$ cat src/rtl/uart_rx_fsm_pkg.sv
// Shared definitions for the UART receive controller: state encodings, frame width
// and the legal oversampling ratios.
package uart_rx_fsm_pkg;

  typedef enum logic [2:0] {
    IDLE   = 3'd0,
    START  = 3'd1,
    DATA   = 3'd2,
    PARITY = 3'd3,
    STOP   = 3'd4
  } state_t;

  localparam int         DATA_W        = 8;
  localparam logic [3:0] LAST_DATA_BIT = 4'(DATA_W);

  localparam logic [5:0] PRESCALE_8  = 6'd8;
  localparam logic [5:0] PRESCALE_16 = 6'd16;
  localparam logic [5:0] PRESCALE_32 = 6'd32;

endpackage

$ cat src/rtl/uart_rx_fsm_edge_bit_counter.sv
// Oversample edge counter and bit counter for the UART receiver; counts only while
// enabled and is cleared synchronously when the frame ends or aborts.
module UART_RX_edge_bit_counter
  import uart_rx_fsm_pkg::*;
(
  input  logic       CLK,
  input  logic       RST,
  input  logic       en,
  input  logic       clr,
  input  logic [5:0] Prescale,
  output logic [4:0] edge_cnt,
  output logic [3:0] bit_cnt,
  output logic       end_of_bit
);

  logic [4:0] edge_cnt_q, edge_cnt_d;
  logic [3:0] bit_cnt_q,  bit_cnt_d;

  // Prescale-1 stays at 6 bits so Prescale=32 compares against edge index 31.
  assign end_of_bit = ({1'b0, edge_cnt_q} == (Prescale - 6'd1));

  always_comb begin
    edge_cnt_d = edge_cnt_q;
    bit_cnt_d  = bit_cnt_q;
    if (!en || clr) begin
      edge_cnt_d = 5'd0;
      bit_cnt_d  = 4'd0;
    end else if (end_of_bit) begin
      edge_cnt_d = 5'd0;
      bit_cnt_d  = bit_cnt_q + 4'd1;
    end else begin
      edge_cnt_d = edge_cnt_q + 5'd1;
    end
  end

  always_ff @(posedge CLK or negedge RST) begin
    if (!RST) begin
      edge_cnt_q <= 5'd0;
      bit_cnt_q  <= 4'd0;
    end else begin
      edge_cnt_q <= edge_cnt_d;
      bit_cnt_q  <= bit_cnt_d;
    end
  end

  assign edge_cnt = edge_cnt_q;
  assign bit_cnt  = bit_cnt_q;

endmodule

$ cat src/rtl/uart_rx_fsm.sv
// UART receive frame controller. Define UART_RX_PARITY_EN to build the PARITY state;
// otherwise PAR_EN and par_err are ignored and DATA always proceeds to STOP.
module uart_rx_fsm
  import uart_rx_fsm_pkg::*;
(
  input  logic       CLK,
  input  logic       RST,
  input  logic       RX_IN,
  input  logic       PAR_EN,
  input  logic [5:0] Prescale,
  input  logic       strt_glitch,
  input  logic       par_err,
  input  logic       stp_err,
  output logic [4:0] edge_cnt,
  output logic [3:0] bit_cnt,
  output logic       dat_samp_en,
  output logic       strt_chk_en,
  output logic       par_chk_en,
  output logic       stp_chk_en,
  output logic       deser_en,
  output logic       data_valid
);

  state_t state_q, state_d;
  logic   data_valid_q, data_valid_d;
  logic   end_of_bit;
  logic   cnt_clr;

  UART_RX_edge_bit_counter u_cnt (
    .CLK        (CLK),
    .RST        (RST),
    .en         (state_q != IDLE),
    .clr        (cnt_clr),
    .Prescale   (Prescale),
    .edge_cnt   (edge_cnt),
    .bit_cnt    (bit_cnt),
    .end_of_bit (end_of_bit)
  );

  always_comb begin
    state_d      = state_q;
    data_valid_d = 1'b0;
    case (state_q)
      IDLE:   if (!RX_IN) state_d = START;
      START:  if (end_of_bit) state_d = strt_glitch ? IDLE : DATA;
      DATA: begin
        if (end_of_bit && (bit_cnt == LAST_DATA_BIT)) begin
`ifdef UART_RX_PARITY_EN
          state_d = PAR_EN ? PARITY : STOP;
`else
          state_d = STOP;
`endif
        end
      end
`ifdef UART_RX_PARITY_EN
      PARITY: if (end_of_bit) state_d = par_err ? IDLE : STOP;
`endif
      STOP: begin
        if (end_of_bit) begin
          state_d      = IDLE;
          data_valid_d = !stp_err;
        end
      end
      default: state_d = IDLE;
    endcase
  end

  // Clearing on the returning edge keeps the counters at zero for the whole IDLE stay.
  assign cnt_clr = end_of_bit && (state_d == IDLE);

  always_ff @(posedge CLK or negedge RST) begin
    if (!RST) begin
      state_q      <= IDLE;
      data_valid_q <= 1'b0;
    end else begin
      state_q      <= state_d;
      data_valid_q <= data_valid_d;
    end
  end

  assign dat_samp_en = (state_q != IDLE);
  assign strt_chk_en = (state_q == START);
  assign stp_chk_en  = (state_q == STOP);
  // Two edges past mid-bit so the sampler's majority result has settled.
  assign deser_en    = (state_q == DATA) &&
                       ({1'b0, edge_cnt} == ((Prescale >> 1) + 6'd2));
  assign data_valid  = data_valid_q;

`ifdef UART_RX_PARITY_EN
  assign par_chk_en = (state_q == PARITY);
`else
  logic unused_parity_inputs;
  assign unused_parity_inputs = PAR_EN | par_err;
  assign par_chk_en           = 1'b0;
`endif

endmodule

$ cat config.mk
export PLATFORM = sky130hd
export DESIGN_NAME = uart_rx_fsm
export DESIGN_NICKNAME = d
export VERILOG_FILES = /design/src/rtl/uart_rx_fsm_pkg.sv /design/src/rtl/uart_rx_fsm_edge_bit_counter.sv /design/src/rtl/uart_rx_fsm.sv
export SDC_FILE = /design/constraint.sdc
export NUM_CORES = 1
export LEC_CHECK = 0
export ABC_AREA = 1
export BUFFER_PORTS_ARGS = -buffer_cell sky130_fd_sc_hd__buf_4
export CELL_PAD_IN_SITES_DETAIL_PLACEMENT = 1
export CELL_PAD_IN_SITES_GLOBAL_PLACEMENT = 1
export CORE_UTILIZATION = 39
export CTS_CLUSTER_DIAMETER = 80
export CTS_CLUSTER_SIZE = 8
export DETAILED_ROUTE_END_ITERATION = 6
export HOLD_SLACK_MARGIN = 0.12
export PLACE_DENSITY = 0.95
export SLEW_MARGIN = 10
export SYNTH_ARGS = -nofsm -noshare
export SYNTH_HDL_FRONTEND = slang
export SYNTH_HIERARCHICAL = 1
export SYNTH_SLANG_ARGS = --single-unit
$ cat constraint.sdc
create_clock -name CLK -period 2.91 [get_ports CLK]
set_input_delay 0.4365 -clock CLK [delete_from_list [all_inputs] [get_ports CLK]]
set_output_delay 0.4365 -clock CLK [all_outputs]
set_load 0.01 [all_outputs]
==> reports/metrics.cfg <==
[global_routing]
grt_pass1_vias=1100
grt_use_total_pct=19.2
grt_max_degree=14
grt_overflow_total=0
grt_first_pass_wirelength_um=4770
antenna_found_initial=0

[yosys]
synth_cells=180
synth_top_area_share_pct=28.5
synth_area_sq_um=1140
yosys.area.top_type=dfrtp_1
ys_ff_latch=13
syn_area_per_cell_sq_um=6.35
ys_seq_area_share_pct=28.5
yosysWarnings=6
synth_area_leaders=dfrtp_1 (28%), nand2_1 (20%), nand3_1 (11%)
synth_cell_types=22
syn_nets=197

[power]
p_leak_nw=0.815
peakVddDrop_uv=557
p_per_area_nw_per_um2=548

[sta]
drv_slew=0
hold_viol=0
setup_viol=0
fmax_mhz=402
finalClockSkew_ps=3.34
min_period_over_period_pct=85.5
rsz0062_at_grt=no
hold-worst-slack_ps=302
fin_ws_ps=423
post-route-min-period_ps=2490
tns_ps=0

[floorplanning]
initial_core_util_pct=41.4
num_io_pins=28
coreArea_sq_um=2760
die_h_um=56.1
die_area_sq_um=3150
num_rows=19
chipWidth_um=56.1

[cts]
clockRootBuffer=clkbuf_4
post_cts_buffers=0
clkSinkCount=13
htree_levels=1
path_clk_slew_ps=80
cts_tree=yes
clkLatencyLatePin_ps=280
cts_resized=0
cts_buffers=3
clockBufferDepth=2
hold_buffers=1

[placement]
port_buffers=24
detailedPlace.worstSlack_ps=130
gp_congestion=0.762
placed_area_sq_um=1350
dp.final_hpwl_um=2260

[detailed_routing]
drc=0
drt_wl_total_um=2830
antenna_left=0
via_per_inst=4.85
dr.pass1.iters=4
vias=1159
wire_per_inst_um=11.8
drt_iter0_drc=25

[worst_setup_path]
crit_fanout=9
startpoint=Prescale[0]
end_kind=flop
cp_data_required_time_ps=3120
criticalPathCategory=input port to flop
worst_setup_path_start_kind=input port
rrSetupSlack_ps=500
arrival_ps=2700
timing.rr.start=u_cnt/edge_cnt[0]

[job]
cap_violations=0

[final_layout]
drive_above_1_share_pct=23.6
final_cell_mix=nand2_1 (60), inv_1 (32), nand3_1 (24), buf_4 (24), dfrtp_1 (13)
antenna_cells=0
final_util_pct=50.4
design_area_sq_um=1390
syn2layout_area_growth_pct=21.7
final_common_cell=nand2_1
layout.nets=226

[hold_path]
hp-class=input port to flop
worstHoldStart=stp_err

[run_status]
outcome=finished clean

## registers in the layout, summed over array words and instances (netlist names)
name / count
u_cnt/edge_cnt: 5
u_cnt/bit_cnt: 4
state_q: 3
data_valid: 1
## per-layer routing
metal	vias to the layer above	global-route usage [%]	share of wire (%)
li1	599	-	-
met1	540	23.1	46
met2	16	34.7	51
met3	4	3.49	2.2
met4	0	5.23	0.92
met5	-	0	0
## worst paths after layout
check	cells after the start	end
setup / recovery	18	u_cnt/bit_cnt[0]
hold / removal	2	data_valid
setup reg to reg	16	u_cnt/bit_cnt[0]
hold reg to reg	3	data_valid
max in group asynchronous	2	u_cnt/bit_cnt[0]
min in group asynchronous	2	state_q[0]
## final cells by class
class	count	area [sq um]
Timing Repair Buffer	25	190
Inverter	36	135
Fill cell	383	1370
Multi-Input combinational cell	130	674
Tap cell	31	38.8
Clock buffer	4	26.3
Sequential cell	13	325
## where the power goes
part           internal (W)  total, W  switching (W)
Combinational      0.000156  0.000369       0.000213
Clock             0.0000532  0.000112      0.0000591
Sequential         0.000215  0.000282      0.0000664
Total              0.000424  0.000762       0.000338
## worst max-delay path, stage by stage
cell and delay (ps):
buf_4 110, inv_2 90, ha_1 250, nand2_1 80, nand2_1 70, nor2_2 100, nand2_1 70, nor2_2 160
nand3_4 130, inv_1 120, nand2_1 60, clkinv_1 50, nand3_1 100, o21ai_2 170, nor2_1 80, nor2_2 350
nand4_1 170, nand2_1 100
## cells in the mapped netlist
| cell type | instances |
|---|---|
| xor2_1 | 4 |
| o21ai_2 | 1 |
| inv_2 | 3 |
| nor3_1 | 1 |
| nand2_4 | 1 |
| nand2_1 | 60 |
| inv_1 | 32 |
| xor2_2 | 1 |
| nand3_1 | 24 |
| clkinv_1 | 1 |
| buf_4 | 1 |
| xnor2_1 | 1 |
| nor3_2 | 1 |
| dfrtp_1 | 13 |
| ha_1 | 4 |
| nand3_4 | 1 |
| nand4_1 | 5 |
| nor2_2 | 11 |
| nor2_1 | 10 |
| conb_1 | 1 |
| nand2_2 | 3 |
| or2_1 | 1 |
## through the flow
stage,power [W],std cells
after global placement,0.000644,234
after floorplan,0.000518,180
after detailed placement,0.000661,234
final,0.000762,239
after CTS,0.000779,239
after global routing,0.000835,239
## cells by family (layout without fill, tap and decap cells)
| logic type | after synthesis | count (layout) | share of synthesized area [%] |
|---|---|---|---|
| buffers and inverters | 37 | 65 | 12.5 |
| DFF | 13 | 13 | 28.5 |
| other | 1 | 1 | 0.328 |
| xor gates and xnor gates | 6 | 6 | 5.26 |
| and+or+nand+nor | 118 | 118 | 48.3 |
| AOI/OAI and AO/OA | 1 | 1 | 0.767 |
| adders and majority gates | 4 | 4 | 4.38 |
(Power assumes the default switching activity.)
